--- src/rtl/cpu_bus_sequencer_pkg.sv ---
// Shared definitions for the CPU bus-access sequencer: bus FSM encodings and
// request length codes (byte count minus one).
package cpu_bus_sequencer_pkg;

  typedef enum logic [1:0] {
    StIdle   = 2'd0,
    StSetup  = 2'd1,
    StStrobe = 2'd2,
    StDone   = 2'd3
  } bus_state_e;

  localparam logic [1:0] LEN_1 = 2'd0;
  localparam logic [1:0] LEN_2 = 2'd1;
  localparam logic [1:0] LEN_3 = 2'd2;
  localparam logic [1:0] LEN_4 = 2'd3;

endpackage

--- src/rtl/cpu_bus_sequencer_addr_step.sv ---
// Combinational next-byte address, optionally wrapping inside the 256-byte page
// as 6502 indirect/zero-page accesses do.
module cpu_bus_addr_step #(
  parameter int unsigned ADDR_W = 32
) (
  input  logic [ADDR_W-1:0] addr_i,
  input  logic              page_wrap_i,
  output logic [ADDR_W-1:0] addr_o
);

  always_comb begin
    if (page_wrap_i) begin
      addr_o = {addr_i[ADDR_W-1:8], addr_i[7:0] + 8'd1};
    end else begin
      addr_o = addr_i + ADDR_W'(1);
    end
  end

endmodule

--- src/rtl/cpu_bus_sequencer.sv ---
// Splits one CPU request of 1..MAX_BYTES bytes into byte-wide strobe/ready bus
// beats, little-endian, with an optional per-beat timeout that ends the request.
module cpu_bus_sequencer
  import cpu_bus_sequencer_pkg::*;
#(
  parameter int unsigned ADDR_W         = 32,
  parameter int unsigned MAX_BYTES      = 4,
  parameter int unsigned TIMEOUT_CYCLES = 16
) (
  input  logic                         i_cpu_clk,
  input  logic                         i_rst,
  input  logic                         i_req_valid,
  output logic                         o_req_ready,
  input  logic                         i_req_we,
  input  logic [ADDR_W-1:0]            i_req_addr,
  input  logic [$clog2(MAX_BYTES)-1:0] i_req_len,
  input  logic                         i_req_page_wrap,
  input  logic [8*MAX_BYTES-1:0]       i_req_wdata,
  output logic                         o_rsp_valid,
  output logic [8*MAX_BYTES-1:0]       o_rsp_rdata,
  output logic                         o_rsp_err,
  output logic                         o_bus_clk,
  output logic                         o_bus_we,
  output logic [ADDR_W-1:0]            o_bus_addr,
  output logic [7:0]                   o_bus_data,
  input  logic [7:0]                   i_bus_data,
  input  logic                         i_bus_data_ready
);

  localparam int unsigned LenW  = $clog2(MAX_BYTES);
  localparam int unsigned DataW = 8 * MAX_BYTES;
  localparam int unsigned ToW   = (TIMEOUT_CYCLES > 1) ? $clog2(TIMEOUT_CYCLES + 1) : 1;
  localparam logic [ToW-1:0] ToLast = ToW'(TIMEOUT_CYCLES - 1);

  bus_state_e        state_q, state_d;
  logic              we_q, we_d;
  logic [LenW-1:0]   len_q, len_d;
  logic              wrap_q, wrap_d;
  logic [DataW-1:0]  wdata_q, wdata_d;
  logic [LenW-1:0]   beat_q, beat_d;
  logic [ToW-1:0]    to_q, to_d;
  logic [DataW-1:0]  acc_q, acc_d;
  logic [DataW-1:0]  rsp_rdata_q, rsp_rdata_d;
  logic              rsp_err_q, rsp_err_d;
  logic              bus_clk_q, bus_clk_d;
  logic              bus_we_q, bus_we_d;
  logic [ADDR_W-1:0] bus_addr_q, bus_addr_d;
  logic [7:0]        bus_data_q, bus_data_d;
  logic [ADDR_W-1:0] addr_next;

  cpu_bus_addr_step #(
    .ADDR_W(ADDR_W)
  ) u_addr_step (
    .addr_i     (bus_addr_q),
    .page_wrap_i(wrap_q),
    .addr_o     (addr_next)
  );

  always_comb begin
    state_d     = state_q;
    we_d        = we_q;
    len_d       = len_q;
    wrap_d      = wrap_q;
    wdata_d     = wdata_q;
    beat_d      = beat_q;
    to_d        = to_q;
    acc_d       = acc_q;
    rsp_rdata_d = rsp_rdata_q;
    rsp_err_d   = rsp_err_q;
    bus_clk_d   = bus_clk_q;
    bus_we_d    = bus_we_q;
    bus_addr_d  = bus_addr_q;
    bus_data_d  = bus_data_q;

    unique case (state_q)
      StIdle: begin
        if (i_req_valid) begin
          we_d       = i_req_we;
          len_d      = i_req_len;
          wrap_d     = i_req_page_wrap;
          wdata_d    = i_req_wdata;
          beat_d     = '0;
          acc_d      = '0;
          bus_addr_d = i_req_addr;
          bus_we_d   = i_req_we;
          bus_data_d = i_req_wdata[7:0];
          state_d    = StSetup;
        end
      end
      StSetup: begin
        bus_clk_d = 1'b1;
        to_d      = '0;
        state_d   = StStrobe;
      end
      StStrobe: begin
        if (i_bus_data_ready) begin
          if (!we_q) begin
            acc_d[{beat_q, 3'b000} +: 8] = i_bus_data;
          end
          bus_clk_d = 1'b0;
          if (beat_q == len_q) begin
            rsp_rdata_d = acc_d;
            rsp_err_d   = 1'b0;
            bus_we_d    = 1'b0;
            state_d     = StDone;
          end else begin
            beat_d     = beat_q + LenW'(1);
            bus_addr_d = addr_next;
            bus_data_d = wdata_q[{beat_d, 3'b000} +: 8];
            state_d    = StSetup;
          end
        end else if ((TIMEOUT_CYCLES != 0) && (to_q == ToLast)) begin
          // Abandon the request: keep lanes already captured, issue no more beats.
          bus_clk_d   = 1'b0;
          rsp_rdata_d = acc_q;
          rsp_err_d   = 1'b1;
          bus_we_d    = 1'b0;
          state_d     = StDone;
        end else begin
          to_d = to_q + ToW'(1);
        end
      end
      StDone: begin
        state_d = StIdle;
      end
      default: begin
        state_d = StIdle;
      end
    endcase
  end

  always_ff @(posedge i_cpu_clk) begin
    if (i_rst) begin
      state_q     <= StIdle;
      we_q        <= 1'b0;
      len_q       <= '0;
      wrap_q      <= 1'b0;
      wdata_q     <= '0;
      beat_q      <= '0;
      to_q        <= '0;
      acc_q       <= '0;
      rsp_rdata_q <= '0;
      rsp_err_q   <= 1'b0;
      bus_clk_q   <= 1'b0;
      bus_we_q    <= 1'b0;
      bus_addr_q  <= '0;
      bus_data_q  <= '0;
    end else begin
      state_q     <= state_d;
      we_q        <= we_d;
      len_q       <= len_d;
      wrap_q      <= wrap_d;
      wdata_q     <= wdata_d;
      beat_q      <= beat_d;
      to_q        <= to_d;
      acc_q       <= acc_d;
      rsp_rdata_q <= rsp_rdata_d;
      rsp_err_q   <= rsp_err_d;
      bus_clk_q   <= bus_clk_d;
      bus_we_q    <= bus_we_d;
      bus_addr_q  <= bus_addr_d;
      bus_data_q  <= bus_data_d;
    end
  end

  assign o_req_ready = (state_q == StIdle);
  assign o_rsp_valid = (state_q == StDone);
  assign o_rsp_rdata = rsp_rdata_q;
  assign o_rsp_err   = rsp_err_q;
  assign o_bus_clk   = bus_clk_q;
  assign o_bus_we    = bus_we_q;
  assign o_bus_addr  = bus_addr_q;
  assign o_bus_data  = bus_data_q;

endmodule

--- config.mk ---
export PLATFORM = sky130hd
export DESIGN_NAME = cpu_bus_sequencer
export DESIGN_NICKNAME = d
export VERILOG_FILES = /design/src/rtl/cpu_bus_sequencer_pkg.sv /design/src/rtl/cpu_bus_sequencer_addr_step.sv /design/src/rtl/cpu_bus_sequencer.sv
export SDC_FILE = /design/constraint.sdc
export NUM_CORES = 1
export LEC_CHECK = 0
export CORE_ASPECT_RATIO = 0.7
export CORE_UTILIZATION = 46
export CTS_CLUSTER_SIZE = 12
export DETAILED_ROUTE_END_ITERATION = 8
export GPL_TIMING_DRIVEN = 0
export PLACE_DENSITY_LB_ADDON = 0.2
export REMOVE_ABC_BUFFERS = 1
export SKIP_LAST_GASP = 1
export SYNTH_ARGS = -nofsm -noshare
export SYNTH_HDL_FRONTEND = slang
export SYNTH_SLANG_ARGS = --single-unit
--- constraint.sdc ---
create_clock -name i_cpu_clk -period 2.4 [get_ports i_cpu_clk]
set_clock_uncertainty 0.1 [all_clocks]
set_input_delay 0.48 -clock i_cpu_clk [delete_from_list [all_inputs] [get_ports i_cpu_clk]]
set_output_delay 0.48 -clock i_cpu_clk [all_outputs]
set_load 0.05 [all_outputs]
* Word-level counts from Yosys, hierarchy flattened
Index checks and enable logic that the tools add are counted.
** Word-level totals
- Output and inout port bits :: 77
- Bits in read-only memories :: 0
- Word-level logic and storage cells :: 88
- Latch bits :: 0
- Bits in writable memories :: 0
- Input bits :: 80
- Register bits after elaboration :: 152
- Memories kept :: 0
** Operators by class
- Bitwise operators :: 0
- $lt $le $gt $ge :: 0
- Add/subtract/negate cells :: 5
- Reductions and logical operators :: 13
- Multiply operators :: 0
- Div/mod/pow operators :: 0
- Shifts and indexed selects :: 3
- Muxes and demuxes :: 38
- Eq/ne operators :: 14
** Operator list (number)
- 32-bit 2-to-1 mux :: 10
- 32-bit case mux with 2 select lines :: 2
- 32-bit by 1-bit adder with 32-bit output, second input constant :: 1
- 32-bit bitwise mux :: 1
- 8-bit by 7-bit variable shift with 32-bit output, first input constant :: 1
- 32-bit by 6-bit variable part select with 8-bit output :: 1
- 8-bit by 7-bit variable part select with 32-bit output :: 1
- 8-bit 2-to-1 mux :: 3
- 8-bit case mux with 2 select lines :: 1
- 2-bit 2-to-1 mux :: 7
- 2-bit != test, second input constant :: 6
- 5-bit 2-to-1 mux :: 2
- 5-bit case mux with 2 select lines :: 1
- 3-bit AND reduction :: 3
- 8-bit by 1-bit adder with 8-bit output, second input constant :: 1
- 2-bit case mux with 4 select lines :: 1
- 4-bit AND reduction :: 2
- 1-bit 2-to-1 mux :: 7
- 5-bit negator with 7-bit output :: 1
- 3-bit != test, second input constant :: 2
- 2-bit AND reduction :: 3
- 2-bit nonzero test :: 3
- 5-bit by 1-bit adder with 5-bit output, second input constant :: 1
- 5-bit by 4-bit == test with 1-bit output, second input constant :: 1
- other kinds (9) :: 11

* Depth between registers and ports, before layout
- Depth after elaboration :: 6
- Gate-level depth with buffers :: 9
- Depth with buffers taken out :: 8

* Hierarchy
A second synthesis with hierarchy kept.
** Second synthesis, totals
- Cells, all modules :: 818
- Area, all modules :: 7337.0 um^2
** By module, submodules not included
- cpu_bus_sequencer :: cells an instance 730, times used 1, seq. area each 3042.9 um^2, area an instance 6688.9 um^2
- cpu_bus_addr_step :: cells an instance 88, times used 1, seq. area each 0.0 um^2, area an instance 648.1 um^2

* Worst setup path before layout
Ideal clock, no wire load.
- Path type :: register to register
- Start point :: register beat_q[0]
- End point :: register acc_q[25]
- Period minus slack after synthesis :: 2.616 ns
- Path buffers :: 1
- Slack :: -0.216 ns
- Required time :: 2.234 ns
- Setup time :: 0.066 ns
- Arrival time :: 2.450 ns
- Stages on the path, launching flop included :: 9
- Cell sequence :: dfxtp_1 buf_2 inv_1 ha_1 nor3b_1 nand3_1 nor4b_1 a22oi_1 nor2_1
** On the way
- Cells in the longest elaborated chain, start to end :: 6
- Elaborated cells on any way between the ends :: 7
- Classes of those cells :: 1 x add/sub; 2 x shift; 4 x mux
** Ends and longest elaborated chain
- start, declared :: line cpu_bus_sequencer.sv:40 : logic [LenW-1:0] beat_q, beat_d;
- start signal, assigned :: line cpu_bus_sequencer.sv:154 : beat_q <= beat_d;
- 5-bit negator with 7-bit output * :: line cpu_bus_sequencer.sv:98 : acc_d[{beat_q, 3'b000} +: 8] = i_bus_data;
- 8-bit by 7-bit variable part select with 32-bit output / 8-bit by 7-bit variable shift with 32-bit output (equally long branches) :: line cpu_bus_sequencer.sv:98
- 32-bit bitwise mux * :: line cpu_bus_sequencer.sv:98
- 32-bit 2-to-1 mux * :: line cpu_bus_sequencer.sv:97 : if (!we_q) begin
- 32-bit 2-to-1 mux * :: line cpu_bus_sequencer.sv:96 : if (i_bus_data_ready) begin
- 32-bit case mux with 2 select lines * :: line cpu_bus_sequencer.sv:75 : unique case (state_q)
- end signal, assigned :: line cpu_bus_sequencer.sv:141 : acc_q <= '0;
- end signal, assigned :: line cpu_bus_sequencer.sv:156 : acc_q <= acc_d;
- end, declared :: line cpu_bus_sequencer.sv:42 : logic [DataW-1:0] acc_q, acc_d;
Every way passes the cells marked *; elsewhere a longest branch is shown, timed or not. The select of a mux whose other input is x is not followed.
A chain may end at the register's enable or synchronous reset.

* Worst setup path after layout
- Start point :: register bus_addr_q[15] (netlist: o_bus_addr[15])
- End point :: register bus_addr_q[31] (netlist: o_bus_addr[31])
** On the way
- Cells in the longest elaborated chain, start to end :: 5
** Ends and longest elaborated chain
- start, declared :: line cpu_bus_sequencer.sv:47 : logic [ADDR_W-1:0] bus_addr_q, bus_addr_d;
- start signal, assigned :: line cpu_bus_sequencer.sv:161 : bus_addr_q <= bus_addr_d;
- 32-bit by 1-bit adder with 32-bit output :: line cpu_bus_sequencer_addr_step.sv:15 : addr_o = addr_i + ADDR_W'(1);
- 32-bit 2-to-1 mux :: line cpu_bus_sequencer_addr_step.sv:12 : if (page_wrap_i) begin
- 32-bit 2-to-1 mux :: line cpu_bus_sequencer.sv:101 : if (beat_q == len_q) begin
- 32-bit 2-to-1 mux :: line cpu_bus_sequencer.sv:96
- 32-bit case mux with 2 select lines :: line cpu_bus_sequencer.sv:75
Every way passes these cells. The select of a mux whose other input is x is not followed.

==> reports/qor.csv <==
stage,metric,value,unit
grt,first_global_vias,6648,
floorplanning,die_w,151,um
synthesis,ys_seq_area_share,42.6,%
clocking,ctsHtreeMaxLevel,4,
clocking,clockRootBuffer,clkbuf_16,
min_path,min_to,wdata_q[8],
floorplanning,io_pins,157,
detailed_routing,vias,7289,
synthesis,synthCells,875,
clocking,clk_pin_slew,0.06,ns
timing,rsz0062_at_grt,yes,
synthesis,syn_area_per_cell,8.16,um^2
power,power_density,698,nW/um^2
finish,utilization,65.8,%
min_path,min_delay_path_depth,2,
power,p_leak,0.00340,uW
timing,fmax,425,MHz
place,hpwl,13900,um
synthesis,async_flop_share,0,%
floorplanning,core,14900,um^2
floorplanning,initial_core_util,47.9,%
finish,final_cell_mix,"151 x clkdlybuf4s50_1, 140 x dfxtp_1, 131 x nand2_1",
clocking,clkSinkCount,152,
finish,layout-drive-gt1-share,11.7,%
synthesis,synth_flop_cell,dfxtp_1,
place,pre_cts_slack,-1.67,ns
clocking,clkLatencyLatePin,0.42,ns
timing,fin_crit_sh,98.1,%
synthesis,ys_seq_elements,152,
floorplanning,fp-row-count,37,
timing,finalSetupViolations,0,
detailed_routing,wl_per_cell,17.7,um
place,placed_area,8850,um^2
clocking,tritoncts,done,
detailed_routing,drt.antenna.violating_nets,0,
grt,grt_first_pass_wirelength,34600,um
min_path,hold_class,in -> reg,
finish,final_common_cell,clkdlybuf4s50_1,
finish,fin_nets,1107,
setup_path,worstPathArrival,2.60,ns
min_path,min_from,i_rst,
synthesis,synth_top_area_share,42.6,%
clocking,cts_buffer_depth,2,
synthesis,synth_edf_count,0,
grt,grt_max_degree,128,
finish,antenna_cells,0,
setup_path,crit_required,2.64,ns
finish,multi_input_area,4020,um^2
detailed_routing,viasPerCell,5.95,
timing,fin_crit,2.35,ns
timing,relSlewSlack,38.3,%
place,gp_routability_congestion,0.828,
timing,hold_slack,0.292,ns
clocking,cts_made_buffers,17,
setup_path,ff2ff_setup_slack,0.05,ns
timing,hold_viol,0,
setup_path,crit_fanout,8,
setup_path,worstReg2RegEnd,o_bus_addr[31],
finish,nFillCells,1243,
detailed_routing,drtIter0Drc,672,
timing,worst_slew_pin_slew,0.925,ns
setup_path,timing.rr.start,o_bus_addr[15],
detailed_routing,drt-pass1-iter-count,6,
grt,grt_usage,27.4,%
finish,stdcell_area,9810,um^2
synthesis,synth_largest_area_cell,dfxtp_1,
run_status,status,finished clean,
floorplanning,dieArea,16000,um^2
setup_path,critPathCaptureType,flop,
synthesis,synth.area.top_cells,"dfxtp_1 43%, nand2_1 7.0%, a21oi_1 6.6%, nor2_1 6.5%, a22oi_1 5.7%",
floorplanning,die_h,106,um
finish,regArea,3060,um^2
clocking,ctsHoldBuffers,0,
detailed_routing,wl,21700,um
timing,slew_viol_final,0,
synthesis,ys_warn_count,0,
detailed_routing,drc,0,
place,port_buffers,156,
power,irDropWorstVdd,0.000487,V
setup_path,r2r_cells,5,
synthesis,synth_area,7140,um^2
timing,postLayoutSetupSlackWorst,0.0461,ns
run,drv_cap,0,
setup_path,path_class,reg -> reg,
setup_path,worstSetupStartpointType,flop,
grt,antenna_found_initial,0,
finish,syn2layout_area_growth,37.3,%
synthesis,synth_cell_types,65,
grt,grt_overflow,0,
## sequential cells by signal (all words and copies together), names as in the netlist
name,count
acc_q,32
o_bus_addr,32
o_rsp_rdata,32
wdata_q,32
o_bus_data,8
to_q,5
beat_q,2
len_q,2
state_q,2
o_bus_clk,1
o_bus_we,1
o_rsp_err,1
we_q,1
wrap_q,1
## timing repair
action	4_1_cts	5_1_grt
cloned	1	0
gates resized for setup	30	27
pin swaps	2	5
buffers inserted	11	9
setup endpoints to repair	110	90
hold endpoints to repair	0	0
## final cells by class
type | instances | share of cell area [%]
flip-flops and latches | 152 | 31.2
clock buffers | 20 | 4.45
clock inverters | 11 | 1.53
well taps | 195 | 2.49
repair buffers | 185 | 19.0
multi-input cells | 654 | 41.0
inverters | 9 | 0.344
## how the worst max path moves through the flow
stage	from	endpoint	cells after the start
after detailed placement	i_bus_data_ready	acc_q[5]	5
after floorplan	i_req_valid	o_bus_addr[16]	4
final	o_bus_addr[15]	o_bus_addr[31]	5
after global placement	i_req_valid	o_bus_addr[17]	5
after global routing	state_q[0]	o_bus_addr[26]	6
after CTS	state_q[1]	o_bus_addr[1]	5
## logic make-up after synthesis
| group | share of synthesized area (%) |
|---|---|
| compound gates | 23.9 |
| xor+xnor | 0.613 |
| fa+ha+maj | 1.40 |
| buf+inv | 4.38 |
| flops | 42.6 |
| mux | 3.94 |
| simple gates | 23.1 |
## routing by layer
layer	up-vias	part of all wire (%)	wire, um	GRT usage, %
met5	-	0	0	0
met4	0	1.7	364	7.64
li1	3486	-	-	-
met2	323	44	9510	40.4
met1	3443	45	9850	39.6
met3	37	9.1	1980	6.70
## cells in the mapped netlist, drive strengths merged (13+ instances only)
master / number
a211oi: 26
nor2: 123
a21oi: 94
nand4: 13
clkbuf: 48
nand2: 134
dfxtp: 152
buf: 13
nand3: 19
a22oi: 54
o21ai: 18
## report_power, final
group	switching, uW	internal, uW
sequential	147	2660
combinational	814	498
clock	1090	1630
total	2050	4800
## worst max-delay path, stage by stage (launching register included)
cell and delay [ns]:
dfxtp_1 0.45, nand4_1 0.32, or2_4 0.40, or4_4 0.54, or3_1 0.31, a31oi_1 0.16
## per-stage QoR
step | TNS [ns] | power, uW | instances
6_report | 0 | 6840 | 1226
2_1_floorplan | -223.64 | 3550 | 814
3_3_place_gp | -659.16 | 4090 | 1165
4_1_cts | -1.15 | 6820 | 1217
5_1_grt | -0.556 | 7080 | 1226
3_5_place_dp | -124.56 | 4120 | 1174
(Power assumes the default switching activity.)
